==> src/rtl/shreg_univ_edge.sv <==
// rtl/shreg_univ_edge.sv - universal shift register with an edge-selectable clock, a saturating shift counter and a full flag
module shreg_univ_edge #(
  parameter int               WIDTH    = 8,
  parameter bit               NEG_EDGE = 1'b1,
  parameter logic [WIDTH-1:0] RST_VAL  = '0,
  localparam int              CW       = $clog2(WIDTH + 1)
) (
  input  logic             clk,
  input  logic             rst,
  input  logic             en,
  input  logic [1:0]       mode,
  input  logic             rot,
  input  logic             sin_l,
  input  logic             sin_r,
  input  logic [WIDTH-1:0] d,
  output logic [WIDTH-1:0] q,
  output logic             sout_l,
  output logic             sout_r,
  output logic [CW-1:0]    cnt,
  output logic             full
);

  localparam logic [CW-1:0] CNT_MAX = CW'(WIDTH);

  localparam logic [1:0] MODE_HOLD = 2'b00;
  localparam logic [1:0] MODE_SHL  = 2'b01;
  localparam logic [1:0] MODE_SHR  = 2'b10;
  localparam logic [1:0] MODE_LOAD = 2'b11;

  // Clock polarity is fixed at elaboration, so the state still lives in one clocked block.
  logic active_clk;
  assign active_clk = NEG_EDGE ? ~clk : clk;

  logic [WIDTH-1:0] shl_val;
  logic [WIDTH-1:0] shr_val;
  logic [WIDTH-1:0] q_nxt;
  logic [CW-1:0]    cnt_inc;
  logic [CW-1:0]    cnt_nxt;
  logic             full_nxt;

  generate
    if (WIDTH == 1) begin : g_w1
      assign shl_val = rot ? q : sin_r;
      assign shr_val = rot ? q : sin_l;
    end else begin : g_wn
      assign shl_val = {q[WIDTH-2:0], rot ? q[WIDTH-1] : sin_r};
      assign shr_val = {rot ? q[0] : sin_l, q[WIDTH-1:1]};
    end
  endgenerate

  assign cnt_inc = (cnt == CNT_MAX) ? cnt : cnt + 1'b1;

  always_comb begin
    q_nxt    = q;
    cnt_nxt  = cnt;
    full_nxt = full;
    if (en) begin
      case (mode)
        MODE_SHL: begin
          q_nxt    = shl_val;
          cnt_nxt  = cnt_inc;
          full_nxt = (cnt_inc == CNT_MAX);
        end
        MODE_SHR: begin
          q_nxt    = shr_val;
          cnt_nxt  = cnt_inc;
          full_nxt = (cnt_inc == CNT_MAX);
        end
        MODE_LOAD: begin
          q_nxt    = d;
          cnt_nxt  = '0;
          full_nxt = 1'b0;
        end
        MODE_HOLD: begin
          q_nxt    = q;
        end
        default: begin
          q_nxt    = q;
        end
      endcase
    end
  end

  always_ff @(posedge active_clk) begin
    if (rst) begin
      q    <= RST_VAL;
      cnt  <= '0;
      full <= 1'b0;
    end else begin
      q    <= q_nxt;
      cnt  <= cnt_nxt;
      full <= full_nxt;
    end
  end

  assign sout_l = q[WIDTH-1];
  assign sout_r = q[0];

endmodule

==> config.mk <==
export PLATFORM = sky130hd
export DESIGN_NAME = shreg_univ_edge
export DESIGN_NICKNAME = d
export VERILOG_FILES = /design/src/rtl/shreg_univ_edge.sv
export SDC_FILE = /design/constraint.sdc
export NUM_CORES = 1
export LEC_CHECK = 0
export BUFFER_PORTS_ARGS = -buffer_cell sky130_fd_sc_hd__buf_2
export CAP_MARGIN = 20
export CORE_MARGIN = 1.5
export CORE_UTILIZATION = 48
export CTS_CLUSTER_SIZE = 10
export DETAILED_ROUTE_END_ITERATION = 6
export PLACE_DENSITY = 0.75
export SETUP_SLACK_MARGIN = 0.2
export SLEW_MARGIN = 40
export SYNTH_ARGS = -nofsm -noshare
export SYNTH_HDL_FRONTEND = slang
export SYNTH_SLANG_ARGS = --single-unit
==> constraint.sdc <==
create_clock -name clk -period 1.55 [get_ports clk]
set_clock_uncertainty 0.15 [all_clocks]
set_input_delay 0.155 -clock clk [delete_from_list [all_inputs] [get_ports clk]]
set_output_delay 0.155 -clock clk [all_outputs]
set_load 0.02 [all_outputs]
Word-level counts from Yosys, hierarchy flattened:

Cells that the tools add are included.

* word-level logic and storage cells: 21
* bits in registers: 13

* reductions and logical operators: 5
* equality and inequality tests: 5
* add/subtract/negate cells: 1
* muxes and demuxes: 6
* bitwise logic cells: 1

Operators by type and width (number)
* $pmux W8 S3: 1
* $eq A4 B4 Y1 const B: 2
* $pmux W4 S2: 1
* $add A4 B1 Y4 const B: 1
* $eq A2 B2 Y1 const B: 2
* $mux W4: 1
* $reduce_and A2 Y1: 2
* $eq A2 B1 Y1 const B: 1
* $logic_not A2 Y1: 1
* $mux W1: 2
* $pmux W1 S2: 1
* $reduce_bool A2 Y1: 1
* $reduce_or A2 Y1: 1
* $not A1 Y1: 1

Longest topological paths before layout:

* depth after elaboration: 4
* mapped depth: 6
* mapped depth without buffers: 6

==> flow_metrics.py <==
metrics = {
    "synth": {
        "yosysTopAreaCell": "dfxtp_1",
        "syn_area_um2": 862,
        "seq_area_frac_synth_pct": 30.2,
        "synth-seq-cells": 13,
        "synth_edf_count": 0,
        "yosys-top-cells-area": "dfxtp_1 (30%), mux2i_1 (9.3%), a211oi_2 (8.7%)",
        "synthArstFlopShare_pct": 0,
        "yosysTopAreaCellShare_pct": 30.2,
        "yosysWarnings": 0,
        "ys_types": 29,
        "avgSynthCellArea_um2": 8.37,
        "synth_flop_cell": "dfxtp_1",
        "syn_nets": 121,
        "synthCells": 103,
    },
    "worst_setup_path": {
        "reg2reg_slack_ns": 0.02,
        "worst-path-stages": 1,
        "reg2reg_from": "cnt[0]$_SDFFE_NP0P_",
        "cp.required_ns": 1.24,
        "crit_path_start_kind": "register",
        "critPathBufInv": 1,
        "critical_path.cell_chain": "buf_6",
        "reg2reg_to": "full$_SDFFE_NP0P_",
        "crit_start": "q[1]$_SDFFE_NP0P_",
        "endpoint_kind": "primary output",
        "worstPathMaxFanout": 2,
        "path_delay_family": "flip-flops",
        "worstRegToRegCells": 5,
        "endpoint": "q[1]",
        "critical_path.max_stage_delay_ns": 0.36,
        "cp.arrival_ns": 1.65,
        "crit_type": "reg2out",
        "cp_slowest_cell": "dfxtp_4",
    },
    "final_layout": {
        "syn2layout_area_growth_pct": 91.4,
        "finish.instance_area_mm2": 0.00165,
        "num_antenna_cells": 0,
        "fin_nets": 191,
        "utilization_pct": 96.6,
        "layout-drive-gt1-share_pct": 69.2,
    },
    "floorplan": {
        "io_pins": 31,
        "die_area_mm2": 0.00206,
        "fp-row-count": 15,
        "coreArea_mm2": 0.00171,
        "die_x_um": 45.4,
        "start_util_pct": 50.5,
        "die_h_um": 45.4,
    },
    "place": {
        "placed_cell_area_mm2": 0.00123,
        "portBuffers": 30,
        "gp_congestion": 0.844,
        "dp_hpwl_um": 1640,
    },
    "pwr": {
        "power.density_mw_per_mm2": 747,
        "irDropWorstVdd_uv": 729,
        "total_leakage_power_uw": 0.000761,
    },
    "global_routing": {
        "grt_usage_pct": 34.5,
        "grt_start_max_net_pins": 9,
        "antenna_found_initial": 0,
        "overflow": 0,
        "grt_pass1_wl_um": 5090,
        "grt_pass1_vias": 1127,
    },
    "detailed_routing": {
        "vias_per_cell": 5.95,
        "drt_wl_total_um": 4240,
        "wl_per_cell_um": 21.5,
        "antenna_left": 0,
        "drtIter0Drc": 61,
        "dr.pass1.iters": 4,
        "drc": 0,
        "vias": 1173,
    },
    "sta": {
        "finalHoldViolCount": 0,
        "setup-violations-final": 25,
        "fin_tns_setup_ns": -5.89,
        "tightest_slew_ns": 0.293,
        "maxSlewViolCount": 0,
        "post-route-worst-setup-slack_ns": -0.409,
        "slew_headroom_pct": 80.3,
        "rsz0062_at_grt": "true",
    },
    "clocking": {
        "clock_latency_ns": 0.39,
        "numCtsBuffers": 3,
        "cts_tree": "yes",
        "cts-root-buf": "clkbuf_4",
        "clkSinkCount": 13,
        "htreeDepth": 1,
        "clockBufferDepth": 2,
        "path_clk_slew_ns": 0.09,
        "cts_hold_buf": 0,
    },
    "job": {
        "drv_cap": 0,
    },
    "worst_hold_path": {
        "min_path_type": "reg2reg",
    },
    "status": {
        "violations": "negative setup slack",
        "outcome": "finished, violations left",
    },
}
## cells in the mapped netlist, types with 2 or more instances
library cell	n
nand3_1	2
a211oi_1	3
dfxtp_1	13
o21ai_1	11
inv_1	3
buf_4	4
a211oi_2	6
ha_1	2
buf_6	2
a21oi_1	2
nand2b_1	2
mux2i_1	8
nor2_1	15
nand2_1	15
## metrics by stage
step / worst slack, ns / power, uW / hold WS, ns / std cells
after CTS: -0.351 / 1080 / 0.345 / 196
after global placement: -0.393 / 690 / 0.331 / 176
after detailed placement: -0.455 / 697 / 0.333 / 176
final: -0.409 / 1230 / 0.391 / 197
after global routing: -0.418 / 1270 / 0.387 / 197
after floorplan: -0.264 / 599 / 0.357 / 103
## power by group
group / internal, uW / switching [uW]
logic: 214 / 219
registers: 347 / 18.4
clock network: 138 / 296
## worst min-delay path by stage
stage,depth (start not counted),start,slack (ns),end
finish,2,full$_SDFFE_NP0P_,0.39,full$_SDFFE_NP0P_
global route,2,full$_SDFFE_NP0P_,0.39,full$_SDFFE_NP0P_
CTS,2,full$_SDFFE_NP0P_,0.34,full$_SDFFE_NP0P_
detailed placement,2,full$_SDFFE_NP0P_,0.33,full$_SDFFE_NP0P_
global placement,2,full$_SDFFE_NP0P_,0.33,full$_SDFFE_NP0P_
floorplan,2,full$_SDFFE_NP0P_,0.36,full$_SDFFE_NP0P_
## repair_timing
action | in CTS | in global routing
pin swaps | 14 | 9
buffers inserted | 4 | 1
setup endpoints to repair | 28 | 28
resized for setup | 62 | 22
gates cloned | 0 | 0
## sequential cells by signal (all words and copies together), names as in the netlist
register / cells
full: 1
cnt: 4
q: 8
## kinds of logic after synthesis
group                    synth area share, %
AO/OA/AOI/OAI                           28.2
multiplexers                            9.29
adder cells (fa/ha/maj)                 2.90
flip-flops                              30.2
AND/OR/NAND/NOR                         18.3
XOR/XNOR                                1.02
buffers and inverters                   10.2
## per-layer routing
metal | GRT usage [%] | vias to the layer above | wire [um]
met4 | 16.5 | 0 | 265
met3 | 9.52 | 28 | 357
li1 | - | 497 | -
met1 | 38.8 | 552 | 1540
met5 | 0 | - | 0
met2 | 59.4 | 96 | 2080
## area by class of cell
type                            instances  area, um2
Inverter                                2       10.0
Clock buffer                            3       22.5
Clock inverter                         14       52.6
Sequential cell                        13        309
Fill cell                              36       57.6
Multi-Input combinational cell         78        676
Timing Repair Buffer                   62        549
Tap cell                               25       31.3
## cells in the final DEF (no fill, tap or decap), drive strengths merged
cell	Yosys	layout
nand2	15	15
inv	3	16
a21oi	2	2
nand3	2	2
a21boi	1	1
nor2	15	15
a221oi	1	1
buf	9	62
o21ai	12	12
a211oi	9	9
nor2b	1	1
dfxtp	13	13
a2bb2oi	2	2
o21a	1	1
a22oi	1	1
xnor2	1	1
nand3b	1	1
and3b	1	1
clkbuf	0	3
nand2b	2	2
ha	2	2
mux2i	8	8
o22ai	1	1
No activity file was read; power rests on OpenSTA's default activity.
